## config.mk

```make
export PLATFORM = sky130hd
export DESIGN_NAME = led_pulse_stretcher
export DESIGN_NICKNAME = d
export VERILOG_FILES = /design/src/rtl/led_pulse_stretcher_pkg.sv /design/src/rtl/led_pulse_stretcher_tick_gen.sv /design/src/rtl/led_pulse_stretcher.sv
export SDC_FILE = /design/constraint.sdc
export NUM_CORES = 1
export LEC_CHECK = 0
export CORE_ASPECT_RATIO = 1.1
export CORE_UTILIZATION = 40
export CTS_CLUSTER_SIZE = 28
export DETAILED_ROUTE_END_ITERATION = 10
export GPL_TIMING_DRIVEN = 0
export PLACE_DENSITY = 0.66
export SETUP_SLACK_MARGIN = 0.02
export SLEW_MARGIN = 30
export SYNTH_ARGS = -nofsm -noshare
export SYNTH_HDL_FRONTEND = slang
export SYNTH_SLANG_ARGS = --single-unit
export TNS_END_PERCENT = 50
```

## constraint.sdc

```tcl
create_clock -name clk -period 6.4 [get_ports clk]
set_clock_uncertainty 0.15 [all_clocks]
set_input_delay 1.28 -clock clk [delete_from_list [all_inputs] [get_ports clk]]
set_output_delay 1.28 -clock clk [all_outputs]
set_load 0.01 [all_outputs]
```

## src/rtl/led_pulse_stretcher_pkg.sv

```systemverilog
// rtl/led_pulse_stretcher_pkg.sv - shared state encoding and width helper for the LED pulse stretcher
package led_pulse_stretcher_pkg;

  typedef enum logic [1:0] {
    IDLE = 2'b00,
    ON   = 2'b01,
    OFF  = 2'b10
  } state_e;

  // Counter width for values 0..n-1, never narrower than one bit.
  function automatic int unsigned cnt_width(input int unsigned n);
    return (n > 1) ? $clog2(n) : 1;
  endfunction

endpackage

```

## src/rtl/led_pulse_stretcher_tick_gen.sv

```systemverilog
// rtl/led_pulse_stretcher_tick_gen.sv - base tick prescaler, one-cycle tick every DVSR clocks
module led_pulse_stretcher_tick_gen
  import led_pulse_stretcher_pkg::*;
#(
  parameter int unsigned DVSR = 100000
) (
  input  logic clk,
  input  logic reset,
  input  logic clr,
  output logic tick
);

  localparam int unsigned W = cnt_width(DVSR);

  logic [W-1:0] cnt_q, cnt_d;

  assign tick = (cnt_q == W'(DVSR - 1));

  always_comb begin
    cnt_d = cnt_q + 1'b1;
    if (clr || tick) begin
      cnt_d = '0;
    end
  end

  always_ff @(posedge clk) begin
    if (!reset) begin
      cnt_q <= '0;
    end else begin
      cnt_q <= cnt_d;
    end
  end

endmodule

```

## src/rtl/led_pulse_stretcher.sv

```systemverilog
// rtl/led_pulse_stretcher.sv - stretches event strobes into LED pulses with min on/off time and a pending queue
module led_pulse_stretcher
  import led_pulse_stretcher_pkg::*;
#(
  parameter int unsigned DVSR      = 100000,
  parameter int unsigned ON_TICKS  = 50,
  parameter int unsigned OFF_TICKS = 50,
  parameter int unsigned PEND_W    = 4
) (
  input  logic              clk,
  input  logic              reset,
  input  logic              event_in,
  input  logic              ovf_clr,
  output logic              led,
  output logic              busy,
  output logic [PEND_W-1:0] pending,
  output logic              overflow
);

  localparam int unsigned MAX_TICKS = (ON_TICKS > OFF_TICKS) ? ON_TICKS : OFF_TICKS;
  localparam int unsigned CW        = cnt_width(MAX_TICKS);
  localparam logic [PEND_W-1:0] PEND_MAX = '1;

  state_e            state_q, state_d;
  logic [CW-1:0]     tcnt_q, tcnt_d;
  logic [PEND_W-1:0] pend_q, pend_d;
  logic              ovf_q, ovf_d;
  logic              ev_prev_q, ev_prev_d;
  logic              ev, tick, entry, inc, dec, ovf_set;

  led_pulse_stretcher_tick_gen #(
    .DVSR(DVSR)
  ) u_tick_gen (
    .clk  (clk),
    .reset(reset),
    .clr  (entry),
    .tick (tick)
  );

  always_comb begin
    ev        = event_in & ~ev_prev_q;
    ev_prev_d = event_in;
    state_d   = state_q;
    case (state_q)
      IDLE: if (ev) state_d = ON;
      ON:   if (tick && tcnt_q == CW'(ON_TICKS - 1)) state_d = OFF;
      OFF: begin
        if (tick && tcnt_q == CW'(OFF_TICKS - 1)) begin
          state_d = ((pend_q != '0) || ev) ? ON : IDLE;
        end
      end
      default: state_d = IDLE;
    endcase

    // Every state entry restarts both the prescaler and the tick count.
    entry  = (state_d != state_q);
    tcnt_d = tcnt_q;
    if (entry) begin
      tcnt_d = '0;
    end else if (tick) begin
      tcnt_d = tcnt_q + 1'b1;
    end

    // An event in the OFF-exit cycle with nothing queued cancels against the dequeue.
    inc     = ev & ((state_q == ON) || (state_q == OFF));
    dec     = (state_q == OFF) && (state_d == ON);
    pend_d  = pend_q;
    ovf_set = 1'b0;
    if (inc && !dec) begin
      if (pend_q == PEND_MAX) begin
        ovf_set = 1'b1;
      end else begin
        pend_d = pend_q + 1'b1;
      end
    end else if (dec && !inc) begin
      pend_d = pend_q - 1'b1;
    end
    ovf_d = ovf_set | (ovf_q & ~ovf_clr);
  end

  always_ff @(posedge clk) begin
    if (!reset) begin
      state_q   <= IDLE;
      tcnt_q    <= '0;
      pend_q    <= '0;
      ovf_q     <= 1'b0;
      ev_prev_q <= 1'b0;
    end else begin
      state_q   <= state_d;
      tcnt_q    <= tcnt_d;
      pend_q    <= pend_d;
      ovf_q     <= ovf_d;
      ev_prev_q <= ev_prev_d;
    end
  end

  assign led      = (state_q == ON);
  assign busy     = (state_q != IDLE);
  assign pending  = pend_q;
  assign overflow = ovf_q;

endmodule

```

==> reports/results.ini, run 1 <==
[outcome]
status=finished, final reports clean

[grt]
grt_usage_pct=16.0
grt_pass1_wl_mm=5.71
grt_pass1_vias=1266
grt.overflow.total=0
grt_max_degree=11
antenna_found_initial=0

[place]
gp_congestion=0.880
dp.final_hpwl_mm=2.31
port_buffers=9
place_ws_ps=2030

[synth]
synth-seq-cells=31
ys_top_cells_by_area=dfxtp_1 36%, xor2_1 7.0%, nor2_1 6.9%, ha_1 6.5%, xnor2_1 3.5%
synth-edff-count=0
synth_top_area_cell=dfxtp_1
synth_nets=211
postSynthCellCount=197
synth_ff_type=dfxtp_1
ys_seq_area_share_pct=35.6
synth_warnings=0
yosysTopAreaCellShare_pct=35.6
syn_area_per_cell_um2=8.85
ys_top_cells_by_count=32 x nor2_1, 31 x dfxtp_1, 14 x nand2_1, 14 x xor2_1, 10 x nand3_1
yosysMostFrequentCell=nor2_1
synth_cell_types=43
async_flop_share_pct=0
synth_area_um2=1740

[timing]
fmax_ghz=0.244
fin_crit_sh_pct=63.9
setup_viol=0
drv_slew=0
hold_violations=0
slew_headroom_pct=64.8
finalCriticalPeriod_ps=4090
tightest_slew_ps=524
timing.final.ws_setup_ps=2310
setup-tns-final_ps=0
rsz0062_at_grt=false

[worst_setup_path]
path_cells=clkdlybuf4s50_1 > nand2b_1 > a211oi_1 > nand3_4 > a221o_2 > nand2_1 > ha_1 > a21o_1 > a21oi_1 > nor2_1 > mux2i_1 > mux2i_1
crit_path_end_kind=flip-flop
path_buf_inv=1
r2r_slack_ps=3130
worstSetupPathType=in2reg
cp_slowest_stage_delay_ps=500
start_kind=primary input
worstPathRequired_ps=6470
arrival_ps=4160
path_common_cell=mux2i_1
worstPathMaxFanout=4
cp_top_family=compound AO/OA/AOI/OAI gates
crit_slowest_cell=clkdlybuf4s50_1

[min_path]
hold_class=reg2reg

[clock_network]
cts_tree=done
cts_buffer_depth=2
insertion_delay_ps=280
root_buffer=clkbuf_8
cts.clk_slew.worst_paths_ps=70
post_cts_resized=0
hold_buffers=0
cts-buffers-inserted=5
cts.sink_count=31
cts.htree.levels=2
cts_setup_buffers=0

[layout]
drive_gt1_share_pct=7.48
area_growth_pct=15.6
antenna_cells=0
fin_nets=227

[routing]
ant_nets=0
drt_iter0_markers=77
dr.pass1.iters=4
wl_mm=3.21
drc=0
post_drt_wl_per_cell_um=12.1
num_vias=1363
viasPerCell=5.12

[power]
switching_share_pct=23.6
power.density_nw_per_um2=224
p_clk_share_pct=44.4
p_int_uw=345
peakVddDrop_uv=172
finalPower_uw=451
switching_power_uw=106
comb_power_share_pct=10.8
p_leak_uw=0.000747
power_frac_seq_pct=44.9

[floorplanning]
io_pins=11
rows=24
die_w_um=64.9
die_area_um2=4630
coreArea_um2=4050
die_h_um=71.2
initial_utilization_pct=43.0

[run]
maxCapViolCount=0

==> per-layer routing <==
layer	global-route usage [%]	share of wire (%)	up-vias
met2	25.0	45	13
met4	6.67	1.5	0
li1	-	-	726
met1	20.6	51	619
met5	0	0	-
met3	4.78	2.6	5
==> worst paths after layout <==
kind / start / to / depth (start not counted)
setup / recovery: event_in / pending[3] / 12
hold reg to reg: u_tick_gen.cnt_q[0] / u_tick_gen.cnt_q[0] / 1
setup reg to reg: state_q[1] / pending[3] / 14
hold / removal: u_tick_gen.cnt_q[0] / u_tick_gen.cnt_q[0] / 1
==> cell usage in the layout (no fill, tap or decap), drive strengths merged, types with 3 or more instances in the layout <==
cell / count
nor2: 32
inv: 9
dfxtp: 31
clkbuf: 10
ha: 9
clkdlybuf4s50: 9
a211oi: 3
nand2: 14
nand2b: 3
mux2i: 6
nor4b: 3
xnor2: 7
xor2: 14
and4: 5
nor3: 4
a21oi: 5
nand3: 11
nand4: 8
a21o: 3
==> state kept, by name, indices dropped and copies added (netlist names) <==
signal / flops
ev_prev_q: 1
u_tick_gen.cnt_q: 17
pending: 4
tcnt_q: 6
overflow: 1
state_q: 2
==> power by group through the flow <==
| stage | logic (µW) | clock network [µW] | registers (µW) |
|---|---|---|---|
| after floorplan | 34.3 | 0 | 206 |
| after global placement | 48.8 | 0 | 207 |
| after detailed placement | 48.9 | 0 | 207 |
| after CTS | 49.1 | 207 | 202 |
| after global routing | 55.8 | 213 | 203 |
| final | 48.6 | 200 | 202 |
==> metrics by stage <==
stage | area [µm²] | std cells | utilization, % | hold slack (ps)
3_5_place_dp | 1900 | 258 | 46.8 | 302
6_report | 2020 | 266 | 49.7 | 314
4_1_cts | 2020 | 266 | 49.7 | 318
5_1_grt | 2020 | 266 | 49.7 | 366
2_1_floorplan | 1740 | 197 | - | 276
3_3_place_gp | 1900 | 258 | 46.8 | 290
==> area by class of cell <==
| class | instances | area [µm²] |
|---|---|---|
| Buffer | 5 | 26.3 |
| Clock buffer | 6 | 82.6 |
| Sequential cell | 31 | 621 |
| Multi-Input combinational cell | 152 | 1060 |
| Tap cell | 52 | 65.1 |
| Inverter | 9 | 33.8 |
| Fill cell | 406 | 2040 |
| Timing Repair Buffer | 9 | 90.1 |
| Clock inverter | 2 | 35.0 |
==> logic make-up (layout without fill, tap and decap cells) <==
logic type	Yosys count	count (layout)	share of synthesized area, %
muxes	6	6	4.16
and+or+nand+nor	94	94	30.1
adders and majority gates	10	10	7.61
DFF	31	31	35.6
AOI/OAI and AO/OA	21	21	8.54
buffers and inverters	14	31	3.45
xor gates and xnor gates	21	21	10.6
No activity file was read; power rests on OpenSTA's default activity.
==> inputs of run 2 (changes only) <==
--- a/config.mk
+++ b/config.mk
@@ -10,7 +10,7 @@
 export CTS_CLUSTER_SIZE = 28
 export DETAILED_ROUTE_END_ITERATION = 10
 export GPL_TIMING_DRIVEN = 0
-export PLACE_DENSITY = 0.66
+export PLACE_DENSITY = 0.68
 export SETUP_SLACK_MARGIN = 0.02
 export SLEW_MARGIN = 30
 export SYNTH_ARGS = -nofsm -noshare
==> constraint.sdc (replaced) <==
create_clock -name clk -period 3.35 [get_ports clk]
set_clock_uncertainty 0.15 [all_clocks]
set_input_delay 0.67 -clock clk [delete_from_list [all_inputs] [get_ports clk]]
set_output_delay 0.67 -clock clk [all_outputs]
set_load 0.01 [all_outputs]
==> reports/results.ini, run 2 (synthesis results as in run 1) <==
[worst_setup_path]
crit_slowest_cell=clkdlybuf4s50_1
cp_top_family=compound AO/OA/AOI/OAI gates
crit_path_end_kind=flip-flop
worstPathMaxFanout=4  ; unchanged
start_kind=primary input
worstPathRequired_ps=3420  ; -3050 ps
worstSetupPathType=in2reg
arrival_ps=3250  ; -910 ps
path_buf_inv=1  ; unchanged
path_cells=clkdlybuf4s50_1 > nand2b_2 > a211oi_4 > nand3_4 > a221o_2 > nand2_2 > ha_1 > a21o_1 > a21oi_2 > nor2_1 > mux2i_1 > mux2i_1
path_common_cell=mux2i_1
cp_slowest_stage_delay_ps=520  ; +20 ps

[floorplanning]
coreArea_um2=4050  ; unchanged
die_area_um2=4630  ; unchanged
rows=24  ; unchanged
io_pins=11  ; unchanged
initial_utilization_pct=43.0  ; unchanged
die_h_um=71.2  ; unchanged
die_w_um=64.9  ; unchanged

[timing]
slew_headroom_pct=63.1  ; -1.8 points
finalCriticalPeriod_ps=3180
rsz0062_at_grt=false
fmax_ghz=0.314
drv_slew=0  ; unchanged
hold_violations=0  ; unchanged
fin_crit_sh_pct=95.1
setup-tns-final_ps=0  ; unchanged
tightest_slew_ps=549  ; +24.6 ps
setup_viol=0  ; unchanged

[grt]
grt.overflow.total=0  ; unchanged
grt_max_degree=11  ; unchanged
antenna_found_initial=0  ; unchanged
grt_pass1_wl_mm=5.58  ; -2.2%
grt_pass1_vias=1255  ; -0.87%
grt_usage_pct=15.4  ; -0.65 points

[power]
switching_power_uw=207  ; +95%
comb_power_share_pct=12.4  ; +1.6 points
power_frac_seq_pct=47.4  ; +2.5 points
p_leak_uw=0.000750  ; +0.48%
peakVddDrop_uv=328  ; +91%
finalPower_uw=816  ; +81%
switching_share_pct=25.4  ; +1.8 points
power.density_nw_per_um2=397  ; +77%
p_int_uw=609  ; +77%
p_clk_share_pct=40.2  ; -4.2 points

[clock_network]
hold_buffers=0  ; unchanged
cts.htree.levels=2  ; unchanged
root_buffer=clkbuf_8
cts.clk_slew.worst_paths_ps=70  ; about the same
cts-buffers-inserted=5  ; unchanged
cts_tree=done
cts.sink_count=31  ; unchanged
insertion_delay_ps=290  ; about the same
cts_buffer_depth=2  ; unchanged

[place]
port_buffers=9  ; unchanged
placedCellCount=258  ; unchanged
dp.final_hpwl_mm=2.31  ; -0.10%
gp_congestion=0.927  ; +5.4%

[routing]
num_vias=1418  ; +4.0%
drt_iter0_markers=147  ; +91%
wl_mm=3.24  ; +0.81%
drc=0  ; unchanged
ant_nets=0  ; unchanged
viasPerCell=5.29  ; +3.3%
dr.pass1.iters=4  ; unchanged
post_drt_wl_per_cell_um=12.1  ; about the same

[layout]
drive_gt1_share_pct=12.5  ; +5.0 points
antenna_cells=0  ; unchanged
fin_cells=268  ; +0.75%
fin_nets=229  ; +0.88%
top_register=u_tick_gen.cnt_q
largest_register_ffs=17  ; unchanged
area_growth_pct=18.1
post-route-util_pct=50.8  ; +1.0 points
final_common_cell=nor2_1
layout_common_cells=32 x nor2_1, 31 x dfxtp_1, 14 x xor2_1

[min_path]
hold_class=reg2reg

[outcome]
status=finished, final reports clean

[run]
maxCapViolCount=0  ; unchanged

## run 2: cell count changes in the layout (fill, tap and decap cells not counted), sizes merged
cell / before / now
buf: 1 / 4
clkinvlp: 0 / 1
clkinv: 1 / 0
bufinv: 1 / 0
## run 2: final cells by class
class | count | area, µm²
clock inverter | 1 | 7.51
sequential | 31 | 621
inverter | 9 | 33.8
clock buffer | 7 | 96.3
fill | 389 | 2000
buffer | 4 | 22.5
multi-input combinational | 152 | 1100
tap | 52 | 65.1
timing repair buffer | 12 | 113
## run 2: per-stage QoR
| stage | setup slack (ps) | area, µm² | hold WS, ps |
|---|---|---|---|
| after floorplan | 360 | 1740 | 276 |
| after global placement | -425 | 1900 | 290 |
| after detailed placement | -432 | 1900 | 304 |
| after CTS | 40.4 | 2010 | 319 |
| after global routing | 10.2 | 2060 | 338 |
| final | 165 | 2060 | 316 |
## run 2: power groups by stage
stage / Sequential (µW) / Combinational, µW / Clock, µW
2_1_floorplan: 394 / 65.5 / 0
3_3_place_gp: 395 / 93.0 / 0
3_5_place_dp: 395 / 93.9 / 0
4_1_cts: 386 / 95.0 / 339
5_1_grt: 388 / 113 / 359
6_report: 386 / 101 / 328
## run 2: layer usage
metal	GRT usage [%]	routed length, µm
met1	20.8	1610
met3	4.30	126
met4	5.93	34
met5	0	0
met2	23.1	1470
## run 2: repair_timing
item	CTS	global route
buffers inserted	0	3
pin swaps	2	2
resized for setup	2	7
setup endpoints to repair	1	1
## run 2: path summary, 6_finish.rpt
check                       from                  end  slack (ps)  cells after the start
max                     event_in           pending[3]         170                     12
min          u_tick_gen.cnt_q[0]  u_tick_gen.cnt_q[0]         320                      1
max reg2reg           state_q[0]           pending[3]         310                     13
min reg2reg  u_tick_gen.cnt_q[0]  u_tick_gen.cnt_q[0]         320                      1
